**src/rtl/fsm_oe16s_pkg.sv**
```systemverilog
// Shared types and helpers for the 16-state one-hot sequencer and its dwell timer.
package fsm_oe16s_pkg;

  localparam int NSTATES = 16;

  typedef enum logic [1:0] {
    IDLE  = 2'd0,
    COUNT = 2'd1,
    WAIT  = 2'd2
  } phase_t;

  typedef struct packed {
    logic       valid;
    logic [3:0] idx;
  } onehot_dec_t;

  // valid only when exactly one bit is hot; idx is the highest hot bit otherwise
  function automatic onehot_dec_t onehot16_to_idx(input logic [15:0] vec);
    onehot_dec_t r;
    logic [4:0]  n;
    r.valid = 1'b0;
    r.idx   = 4'd0;
    n       = 5'd0;
    for (int i = 0; i < NSTATES; i++) begin
      if (vec[i]) begin
        n     = n + 5'd1;
        r.idx = 4'(i);
      end
    end
    r.valid = (n == 5'd1);
    return r;
  endfunction

endpackage

```
**src/rtl/fsm_oe16s_dwell_timer_if.sv**
```systemverilog
// Sequencer-side bundle of the dwell timer: enable, per-state dwell, state vector, strobes, status.
interface fsm_oe16s_dwell_timer_if #(
  parameter int DW = 8,
  parameter int LW = 16
) ();

  logic            en;
  logic [16*DW-1:0] dwell_cfg;

  logic st0, st1, st2, st3, st4, st5, st6, st7;
  logic st8, st9, sta, stb, stc, std, ste, stf;

  logic t01, t12, t23, t34, t45, t56, t67, t78;
  logic t89, t9a, tab, tbc, tcd, tde, tef, tf0;

  logic          lap;
  logic [LW-1:0] lap_cnt;
  logic          err;

  modport slave (
    input  en, dwell_cfg,
    input  st0, st1, st2, st3, st4, st5, st6, st7,
    input  st8, st9, sta, stb, stc, std, ste, stf,
    output t01, t12, t23, t34, t45, t56, t67, t78,
    output t89, t9a, tab, tbc, tcd, tde, tef, tf0,
    output lap, lap_cnt, err
  );

  modport master (
    output en, dwell_cfg,
    output st0, st1, st2, st3, st4, st5, st6, st7,
    output st8, st9, sta, stb, stc, std, ste, stf,
    input  t01, t12, t23, t34, t45, t56, t67, t78,
    input  t89, t9a, tab, tbc, tcd, tde, tef, tf0,
    input  lap, lap_cnt, err
  );

endinterface

```
**src/rtl/onehot16_enc.sv**
```systemverilog
// 16-bit one-hot to index encoder with an exactly-one-hot valid flag; purely combinational.
module onehot16_enc
  import fsm_oe16s_pkg::*;
(
  input  logic [15:0] vec,
  output logic [3:0]  idx,
  output logic        valid
);

  onehot_dec_t dec;

  always_comb begin
    dec   = onehot16_to_idx(vec);
    idx   = dec.idx;
    valid = dec.valid;
  end

endmodule

```
**src/rtl/fsm_oe16s_dwell_timer.sv**
```systemverilog
// Per-state dwell timer that turns the one-hot sequencer into a self-timed 16-phase cycle.
//   state | meaning
//   IDLE  | no valid state latched; load on the next one-hot vector
//   COUNT | counting down the dwell of state idx; strobe at cnt == 0 with en
//   WAIT  | strobe issued; hold until the sequencer shows a different state
module fsm_oe16s_dwell_timer
  import fsm_oe16s_pkg::*;
#(
  parameter int DW = 8,
  parameter int LW = 16
) (
  input logic                    clk,
  input logic                    rst,
  fsm_oe16s_dwell_timer_if.slave bus
);

  localparam logic [NSTATES-1:0] STROBE_ONE = 16'h0001;

  logic [NSTATES-1:0] st_vec;
  logic [3:0]         st_idx;
  logic               st_valid;

  phase_t             phase_q, phase_d;
  logic [DW-1:0]      cnt_q, cnt_d;
  logic [3:0]         idx_q, idx_d;
  logic               fire;
  logic [NSTATES-1:0] strobe;

  logic [LW-1:0]      lap_cnt_q;
  logic               lap_q;
  logic               err_q;

  logic [DW-1:0]      dwell_arr [NSTATES];
  logic [DW-1:0]      dwell_sel;

  assign st_vec = {bus.stf, bus.ste, bus.std, bus.stc, bus.stb, bus.sta, bus.st9, bus.st8,
                   bus.st7, bus.st6, bus.st5, bus.st4, bus.st3, bus.st2, bus.st1, bus.st0};

  onehot16_enc u_enc (
    .vec   (st_vec),
    .idx   (st_idx),
    .valid (st_valid)
  );

  for (genvar k = 0; k < NSTATES; k++) begin : g_cfg
    assign dwell_arr[k] = bus.dwell_cfg[k*DW +: DW];
  end

  assign dwell_sel = dwell_arr[st_idx];

  // An illegal vector or a state other than idx always wins over the count,
  // so no strobe can leak out in the cycle the sequencer misbehaves.
  always_comb begin
    phase_d = phase_q;
    cnt_d   = cnt_q;
    idx_d   = idx_q;
    fire    = 1'b0;
    if (!st_valid) begin
      phase_d = IDLE;
    end else if (phase_q == IDLE || st_idx != idx_q) begin
      phase_d = COUNT;
      cnt_d   = dwell_sel;
      idx_d   = st_idx;
    end else if (phase_q == COUNT && bus.en) begin
      if (cnt_q == '0) begin
        fire    = 1'b1;
        phase_d = WAIT;
      end else begin
        cnt_d = cnt_q - DW'(1);
      end
    end
  end

  always_ff @(posedge clk) begin
    if (!rst) begin
      phase_q <= IDLE;
      cnt_q   <= '0;
      idx_q   <= '0;
    end else begin
      phase_q <= phase_d;
      cnt_q   <= cnt_d;
      idx_q   <= idx_d;
    end
  end

  assign strobe = (fire && rst) ? (STROBE_ONE << idx_q) : '0;

  always_ff @(posedge clk) begin
    if (!rst) begin
      lap_q     <= 1'b0;
      err_q     <= 1'b0;
      lap_cnt_q <= '0;
    end else begin
      lap_q <= strobe[NSTATES-1];
      err_q <= ~st_valid;
      if (strobe[NSTATES-1]) begin
        lap_cnt_q <= lap_cnt_q + LW'(1);
      end
    end
  end

  assign bus.t01 = strobe[0];
  assign bus.t12 = strobe[1];
  assign bus.t23 = strobe[2];
  assign bus.t34 = strobe[3];
  assign bus.t45 = strobe[4];
  assign bus.t56 = strobe[5];
  assign bus.t67 = strobe[6];
  assign bus.t78 = strobe[7];
  assign bus.t89 = strobe[8];
  assign bus.t9a = strobe[9];
  assign bus.tab = strobe[10];
  assign bus.tbc = strobe[11];
  assign bus.tcd = strobe[12];
  assign bus.tde = strobe[13];
  assign bus.tef = strobe[14];
  assign bus.tf0 = strobe[15];

  assign bus.lap     = lap_q;
  assign bus.lap_cnt = lap_cnt_q;
  assign bus.err     = err_q;

endmodule

```
**src/flat_wrapper.sv**
```systemverilog
// flat-port wrapper written by rule: the top's interface ports become plain ports
module fsm_oe16s_dwell_timer_flat import fsm_oe16s_pkg::*;
#(
  parameter int DW = 8,
  parameter int LW = 16
)
  (clk, rst, bus_en, bus_dwell_cfg, bus_st0, bus_st1, bus_st2, bus_st3, bus_st4, bus_st5, bus_st6, bus_st7, bus_st8, bus_st9, bus_sta, bus_stb, bus_stc, bus_std, bus_ste, bus_stf, bus_t01, bus_t12, bus_t23, bus_t34, bus_t45, bus_t56, bus_t67, bus_t78, bus_t89, bus_t9a, bus_tab, bus_tbc, bus_tcd, bus_tde, bus_tef, bus_tf0, bus_lap, bus_lap_cnt, bus_err);
  fsm_oe16s_dwell_timer_if #(.DW(DW), .LW(LW)) bus_i ();
  input logic clk;
  input logic rst;
  input wire logic [$bits(bus_i.en)-1:0] bus_en;
  input wire logic [$bits(bus_i.dwell_cfg)-1:0] bus_dwell_cfg;
  input wire logic [$bits(bus_i.st0)-1:0] bus_st0;
  input wire logic [$bits(bus_i.st1)-1:0] bus_st1;
  input wire logic [$bits(bus_i.st2)-1:0] bus_st2;
  input wire logic [$bits(bus_i.st3)-1:0] bus_st3;
  input wire logic [$bits(bus_i.st4)-1:0] bus_st4;
  input wire logic [$bits(bus_i.st5)-1:0] bus_st5;
  input wire logic [$bits(bus_i.st6)-1:0] bus_st6;
  input wire logic [$bits(bus_i.st7)-1:0] bus_st7;
  input wire logic [$bits(bus_i.st8)-1:0] bus_st8;
  input wire logic [$bits(bus_i.st9)-1:0] bus_st9;
  input wire logic [$bits(bus_i.sta)-1:0] bus_sta;
  input wire logic [$bits(bus_i.stb)-1:0] bus_stb;
  input wire logic [$bits(bus_i.stc)-1:0] bus_stc;
  input wire logic [$bits(bus_i.std)-1:0] bus_std;
  input wire logic [$bits(bus_i.ste)-1:0] bus_ste;
  input wire logic [$bits(bus_i.stf)-1:0] bus_stf;
  output wire logic [$bits(bus_i.t01)-1:0] bus_t01;
  output wire logic [$bits(bus_i.t12)-1:0] bus_t12;
  output wire logic [$bits(bus_i.t23)-1:0] bus_t23;
  output wire logic [$bits(bus_i.t34)-1:0] bus_t34;
  output wire logic [$bits(bus_i.t45)-1:0] bus_t45;
  output wire logic [$bits(bus_i.t56)-1:0] bus_t56;
  output wire logic [$bits(bus_i.t67)-1:0] bus_t67;
  output wire logic [$bits(bus_i.t78)-1:0] bus_t78;
  output wire logic [$bits(bus_i.t89)-1:0] bus_t89;
  output wire logic [$bits(bus_i.t9a)-1:0] bus_t9a;
  output wire logic [$bits(bus_i.tab)-1:0] bus_tab;
  output wire logic [$bits(bus_i.tbc)-1:0] bus_tbc;
  output wire logic [$bits(bus_i.tcd)-1:0] bus_tcd;
  output wire logic [$bits(bus_i.tde)-1:0] bus_tde;
  output wire logic [$bits(bus_i.tef)-1:0] bus_tef;
  output wire logic [$bits(bus_i.tf0)-1:0] bus_tf0;
  output wire logic [$bits(bus_i.lap)-1:0] bus_lap;
  output wire logic [$bits(bus_i.lap_cnt)-1:0] bus_lap_cnt;
  output wire logic [$bits(bus_i.err)-1:0] bus_err;
  assign bus_i.en = bus_en;
  assign bus_i.dwell_cfg = bus_dwell_cfg;
  assign bus_i.st0 = bus_st0;
  assign bus_i.st1 = bus_st1;
  assign bus_i.st2 = bus_st2;
  assign bus_i.st3 = bus_st3;
  assign bus_i.st4 = bus_st4;
  assign bus_i.st5 = bus_st5;
  assign bus_i.st6 = bus_st6;
  assign bus_i.st7 = bus_st7;
  assign bus_i.st8 = bus_st8;
  assign bus_i.st9 = bus_st9;
  assign bus_i.sta = bus_sta;
  assign bus_i.stb = bus_stb;
  assign bus_i.stc = bus_stc;
  assign bus_i.std = bus_std;
  assign bus_i.ste = bus_ste;
  assign bus_i.stf = bus_stf;
  assign bus_t01 = bus_i.t01;
  assign bus_t12 = bus_i.t12;
  assign bus_t23 = bus_i.t23;
  assign bus_t34 = bus_i.t34;
  assign bus_t45 = bus_i.t45;
  assign bus_t56 = bus_i.t56;
  assign bus_t67 = bus_i.t67;
  assign bus_t78 = bus_i.t78;
  assign bus_t89 = bus_i.t89;
  assign bus_t9a = bus_i.t9a;
  assign bus_tab = bus_i.tab;
  assign bus_tbc = bus_i.tbc;
  assign bus_tcd = bus_i.tcd;
  assign bus_tde = bus_i.tde;
  assign bus_tef = bus_i.tef;
  assign bus_tf0 = bus_i.tf0;
  assign bus_lap = bus_i.lap;
  assign bus_lap_cnt = bus_i.lap_cnt;
  assign bus_err = bus_i.err;
  fsm_oe16s_dwell_timer #(.DW(DW), .LW(LW)) u_core (.clk(clk), .rst(rst), .bus(bus_i));
endmodule
```
**config.mk**
```make
export PLATFORM = sky130hd
export DESIGN_NAME = fsm_oe16s_dwell_timer_flat
export DESIGN_NICKNAME = d
export VERILOG_FILES = /design/src/rtl/fsm_oe16s_pkg.sv /design/src/rtl/fsm_oe16s_dwell_timer_if.sv /design/src/rtl/onehot16_enc.sv /design/src/rtl/fsm_oe16s_dwell_timer.sv /design/src/flat_wrapper.sv
export SDC_FILE = /design/constraint.sdc
export NUM_CORES = 1
export LEC_CHECK = 0
export BUFFER_PORTS_ARGS = -buffer_cell sky130_fd_sc_hd__buf_2
export CAP_MARGIN = 20
export CELL_PAD_IN_SITES_DETAIL_PLACEMENT = 1
export CELL_PAD_IN_SITES_GLOBAL_PLACEMENT = 1
export CORE_UTILIZATION = 35
export DETAILED_ROUTE_END_ITERATION = 6
export PLACE_DENSITY = 0.91
export SYNTH_ARGS = -nofsm -noshare
export SYNTH_HDL_FRONTEND = slang
export SYNTH_SLANG_ARGS = --single-unit
```
**constraint.sdc**
```tcl
create_clock -name clk -period 19.6 [get_ports clk]
set_input_delay 3.92 -clock clk [delete_from_list [all_inputs] [get_ports clk]]
set_output_delay 3.92 -clock clk [all_outputs]
set_load 0.03 [all_outputs]
```
# --- Yosys cells after proc, flatten, opt, wreduce, memory -nomap -nowiden ---
# Index checks and enable logic that the tools add are counted.
totals:
  ff_bits: 32
  in_bits: 147
  output_inout_bits: 34
  wordCells: 91
classes:
  add_sub_neg: 17
  n_lt_le_gt_ge: 1
  eq_ne: 4
  shift: 1
  mux: 45
  n_bitwise: 3
  n_reduce_logical: 13
op_table:
  columns: ["operator", "n"]
  rows:
  - ["$mux 5", 15]
  - ["$add 5x1->5 const B", 14]
  - ["$mux 4", 14]
  - ["$mux 8", 5]
  - ["$bmux 8 s4", 1]
  - ["$add 16x1->16 const B", 1]
  - ["$mux 16", 1]
  - ["$shl 1x4->16 const A", 1]
  - ["$mux 1", 9]
  - ["$logic_not 8->1", 1]
  - ["$reduce_and 2->1", 4]
  - ["$sub 8x1->8 const B", 1]
  - ["$eq 5x1->1 const B", 1]
  - ["$ge 5x5->1 const B", 1]
  - ["$not 4->5", 1]
  - ["$ne 4x4->1", 1]
  - ["$reduce_bool 2->1", 2]
  - ["$reduce_and 3->1", 1]
  - ["$reduce_or 3->1", 1]
  - ["$add 1x1->2 const B", 1]
  - ["$eq 2x1->1 const B", 1]
  - ["$logic_and 1x1->1", 2]
  - ["$logic_not 2->1", 1]
  - ["$ne 2x1->1 const B", 1]
  - ["other kinds (2)", 3]

# --- Logic depth before layout (Yosys ltp) ---
depth:
  ltp_word: 35
  depth_mapped: 54
  ltp_nobuf: 53

# --- Modules after synthesis ---
# A second synthesis with hierarchy kept.
hier_totals:
  cells_unflattened: 503
  hier_area_um2: 4499.3
by_module_without_submodules:
  columns: ["module", "instances", "cells_per_inst", "area_each_um2", "seq_area_each_um2"]
  rows:
  - ["fsm_oe16s_dwell_timer", 1, 295, 2900.3, 640.6]
  - ["onehot16_enc", 1, 208, 1599.0, 0.0]

# --- Worst setup path before layout ---
# Ideal clock, no wire load.
synth_path:
  path_type: "input port to output port"
  startpoint: "input bus_st1"
  endpoint: "output bus_t23"
  arrival_ns: 13.585
  required_time_ns: 15.680
  slack_ns: 2.095
  path_stages: 50
  n_path_buf: 2
  cell_sequence: "inv_1 > ha_1 > xor2_1 > ha_1 > nand2_1 > o31ai_1 > ha_1 > mux2_2 > ha_1 > nand2_1 > o41ai_2 > or2_2 > ha_1 > nand2b_1 > o31a_1 > ha_1 > nor2b_1 > nor2_1 > [14 not listed] > ha_1 > and2_1 > a31o_2 > ha_1 > mux2i_1 > inv_1 > ha_1 > nand2_1 > o21ai_0 > ha_1 > nor4b_1 > a311oi_1 > nor2b_1 > mux2i_1 > buf_2 > or4_4 > buf_2 > nor4_1"
synth_between:
  elab_chain_cells: 33
  elab_cells_between_ends: 51
  cone_classes: "add/sub: 14; eq/ne: 2; mux: 33; reduce/logical: 2"
synth_rtl:
  columns: ["element", "line_no", "text"]
  rows:
  - ["start: declaration", "flat_wrapper.sv:14", "input wire logic [$bits(bus_i.st1)-1:0] bus_st1;"]
  - ["$mux 5", "fsm_oe16s_pkg.sv:25", "if (vec[i]) begin"]
  - ["$add 5x1->5", "fsm_oe16s_pkg.sv:26", "n = n + 5'd1;"]
  - ["$mux 5", "fsm_oe16s_pkg.sv:25", null]
  - ["$add 5x1->5", "fsm_oe16s_pkg.sv:26", null]
  - ["$mux 5", "fsm_oe16s_pkg.sv:25", null]
  - ["$add 5x1->5", "fsm_oe16s_pkg.sv:26", null]
  - ["$mux 5", "fsm_oe16s_pkg.sv:25", null]
  - ["$add 5x1->5", "fsm_oe16s_pkg.sv:26", null]
  - ["[17 not listed]", null, null]
  - ["$add 5x1->5", "fsm_oe16s_pkg.sv:26", null]
  - ["$mux 5", "fsm_oe16s_pkg.sv:25", null]
  - ["$add 5x1->5", "fsm_oe16s_pkg.sv:26", null]
  - ["$mux 5", "fsm_oe16s_pkg.sv:25", null]
  - ["$eq 5x1->1", "fsm_oe16s_pkg.sv:30", "r.valid = (n == 5'd1);"]
  - ["$mux 1 *", "fsm_oe16s_dwell_timer.sv:58", "if (!st_valid) begin"]
  - ["$logic_and 1x1->1 *", "fsm_oe16s_dwell_timer.sv:86", "assign strobe = (fire && rst) ? (STROBE_ONE << idx_q) : '0;"]
  - ["$mux 16 *", "fsm_oe16s_dwell_timer.sv:86", null]
  - ["end: declaration", "flat_wrapper.sv:31", "output wire logic [$bits(bus_i.t23)-1:0] bus_t23;"]
# Every way passes the cells marked *; elsewhere a longest branch is shown, timed or not.

# --- Worst setup path after layout ---
layout_path:
  startpoint: "input bus_st1"
  endpoint: "output bus_tcd"
layout_between:
  elab_chain_cells: 33
  elab_cells_between_ends: 51
  cone_classes: "add/sub: 14; eq/ne: 2; mux: 33; reduce/logical: 2"
layout_rtl:
  columns: ["element", "line_no", "text"]
  rows:
  - ["$mux 5", "fsm_oe16s_pkg.sv:25", null]
  - ["$add 5x1->5", "fsm_oe16s_pkg.sv:26", null]
  - ["$mux 5", "fsm_oe16s_pkg.sv:25", null]
  - ["$add 5x1->5", "fsm_oe16s_pkg.sv:26", null]
  - ["$mux 5", "fsm_oe16s_pkg.sv:25", null]
  - ["$add 5x1->5", "fsm_oe16s_pkg.sv:26", null]
  - ["$mux 5", "fsm_oe16s_pkg.sv:25", null]
  - ["$add 5x1->5", "fsm_oe16s_pkg.sv:26", null]
  - ["[17 not listed]", null, null]
  - ["$add 5x1->5", "fsm_oe16s_pkg.sv:26", null]
  - ["$mux 5", "fsm_oe16s_pkg.sv:25", null]
  - ["$add 5x1->5", "fsm_oe16s_pkg.sv:26", null]
  - ["$mux 5", "fsm_oe16s_pkg.sv:25", null]
  - ["$eq 5x1->1", "fsm_oe16s_pkg.sv:30", null]
  - ["$mux 1 *", "fsm_oe16s_dwell_timer.sv:58", null]
  - ["$logic_and 1x1->1 *", "fsm_oe16s_dwell_timer.sv:86", null]
  - ["$mux 16 *", "fsm_oe16s_dwell_timer.sv:86", null]
  - ["end: declaration", "flat_wrapper.sv:41", "output wire logic [$bits(bus_i.tcd)-1:0] bus_tcd;"]
# Marks and branches as above.

==> flow_summary.json <==
{
  "stdcell_count": 991,
  "synth_cell_types": 74,
  "period_needed_ns": 18.53,
  "dp_hpwl_microns": 14100,
  "slew_headroom_pct": 22.8,
  "start_util_pct": 36.2,
  "wire_per_inst_microns": 18.5,
  "path_class": "input pin to output port",
  "min_path_type": "flip-flop to flip-flop",
  "vdd_drop_max_uv": 42.5,
  "yosysTopAreaCellShare_pct": 13.8,
  "avgSynthCellArea_sq_um": 6.86,
  "required_ns": 15.68,
  "dieArea_sq_mm": 0.0137,
  "synth-edff-count": 0,
  "post-place-cells": 983,
  "cpMostUsedCell": "ha_1",
  "cts_resized": 0,
  "gr-total-overflow": 0,
  "drt-total-wl_microns": 18400,
  "critPathMaxStageDelay_ns": 0.68,
  "post_cts_buffers": 0,
  "critPathArrivalTime_ns": 14.61,
  "syn_area_sq_mm": 0.00463,
  "path_clk_slew_ns": 0.05,
  "dr.pass1.iters": 5,
  "yosys_warnings": 0,
  "hold_viol": 0,
  "cts_root_buffer": "clkbuf_16",
  "antenna_found_initial": 0,
  "die_h_microns": 117,
  "cpMaxStageDelayCell": "or4_4",
  "syn-instance-count": 674,
  "fillers": 1713,
  "setup_viol": 0,
  "worstMarginPinSlew_ns": 1.15,
  "cp-start-kind": "input pin",
  "ys.flop_type": "dfxtp_1",
  "postRouteAntennaNets": 0,
  "clk_latency_ns": 0.27,
  "cts_tree": "yes",
  "drt-initial-drc-count": 234,
  "grt_pass1_vias": 5672,
  "stdcell_area_sq_mm": 0.00575,
  "maxCapViolCount": 0,
  "grt_use_total_pct": 27.0,
  "htree_levels": 2,
  "nets": 982,
  "timing.fmax_mhz": 54.0,
  "area_growth_pct": 24.3,
  "fin_util_pct": 45.0,
  "fin_crit_sh_pct": 94.5,
  "yosysTopAreaCell": "dfxtp_1",
  "grt_max_degree": 37,
  "critPathCaptureType": "output port",
  "rsz0062_at_grt": "false",
  "gp_congestion": 0.833,
  "coreArea_sq_mm": 0.0128,
  "rows": 41,
  "placed_cell_area_sq_mm": 0.00560,
  "drc": 0,
  "finalClockSkew_ns": 0.00350,
  "dieWidth_microns": 117,
  "vias": 5699,
  "syn_nets": 838,
  "antenna_cells": 0,
  "cp_max_fo": 12,
  "ioPinCount": 181,
  "maxSlewViolCount": 0,
  "yosysSeqAreaShare_pct": 13.8,
  "grt_pass1_wl_microns": 29000,
  "power_density_mw_per_mm2": 99.4,
  "clockBufferDepth": 2,
  "leakage_nw": 2.51,
  "cts_buffers": 5,
  "status": "finished, final reports clean",
  "async_flop_share_pct": 0,
  "synth_area_leaders": "dfxtp_1, nand2_1, ha_1",
  "fin_tns_setup_ns": 0,
  "synth_seq_cells": 32,
  "holdBufCountCts": 0,
  "numClockSinks": 32,
  "drive_gt1_share_pct": 27.2,
  "port_buffers": 180,
  "vias_per_cell": 5.75
}
-- state kept, by name, indices dropped and copies added (netlist names) --
register	flops
u_core.bus.err	1
u_core.bus.lap	1
u_core.phase_q	2
u_core.idx_q	4
u_core.cnt_q	8
u_core.bus.lap_cnt	16
-- critical path: cells and delay by family --
| family | cells | cell delay, ns |
|---|---|---|
| fa+ha+maj | 14 | 4.18 |
| compound gates | 9 | 1.09 |
| xor+xnor | 1 | 0.24 |
| buf+inv | 5 | 0.56 |
| simple gates | 19 | 3.81 |
| mux | 3 | 0.81 |
-- cells in the final DEF, fill, tap and decap left out, types with 9 or more instances in the layout --
cell      count
a31oi_1      32
nor3_1       18
nand4_1      10
buf_2       180
mux2i_1      18
a21oi_1      32
dfxtp_1      32
nand2_1     124
xor2_1       15
nand3_1      21
or4_1        10
xnor2_1      24
nor4_1       14
inv_1        21
ha_1         17
o21ai_0      26
nor2_1       52
nand2b_1     17
or3_1         9
o221ai_1     17
-- Yosys cell counts, types with 9 or more instances --
cell type and number:
nand3_1 21, o21ai_0 26, xnor2_1 24, or4_1 10, dfxtp_1 32, a21oi_1 33, clkbuf_1 38, mux2i_1 18
ha_1 17, nor3_1 18, nand2_1 124, a31oi_1 32, xor2_1 15, nor4_1 14, or3_1 9, nand4_1 10
nand2b_1 17, o221ai_1 17, inv_1 21, nor2_1 52
-- worst paths after layout --
check,start,cells after the start,slack (ns),to
hold / removal,u_core.cnt_q[6],2,0.48,u_core.cnt_q[6]
hold reg to reg,u_core.cnt_q[6],2,0.48,u_core.cnt_q[6]
setup / recovery,bus_st1,51,1.07,bus_tcd
setup reg to reg,u_core.idx_q[0],11,15.65,u_core.bus.lap_cnt[11]
-- kinds of logic (layout without fill, tap and decap cells) --
kind of cell / after synthesis / after routing / synth area share (%)
simple gates: 320 / 320 / 34.3
xor+xnor: 49 / 49 / 12.2
flops: 32 / 32 / 13.8
fa+ha+maj: 17 / 17 / 4.60
mux: 22 / 22 / 4.95
compound gates: 166 / 166 / 24.3
buf+inv: 68 / 213 / 5.76
-- final cells by class --
type,instances,area (sq um),area share (%)
clock buffers,6,139,2.42
clock inverters,2,10.0,0.174
inverters,21,78.8,1.37
multi-input cells,574,3740,65.0
flip-flops and latches,32,641,11.1
well taps,172,215,3.74
repair buffers,184,931,16.2
-- where the power goes --
group          switching (W)  internal, W
clock              0.0000288    0.0000500
sequential         0.0000108    0.0000761
combinational       0.000246     0.000159
-- through the flow --
stage	worst slack (ns)	hold slack (ns)	power (W)
finish	1.07	0.483	0.000571
CTS	1.16	0.491	0.000567
detailed placement	1.26	0.481	0.000482
global placement	1.89	0.457	0.000460
global route	0.325	0.529	0.000619
floorplan	2.10	0.436	0.000392
-- routing by layer --
metal	up-vias	routed length, microns	global-route usage (%)
li1	2739	-	-
met4	0	406	7.17
met2	200	9030	47.6
met3	26	1140	5.72
met5	-	0	0
met1	2734	7810	33.2
No activity file was read; power rests on OpenSTA's default activity.
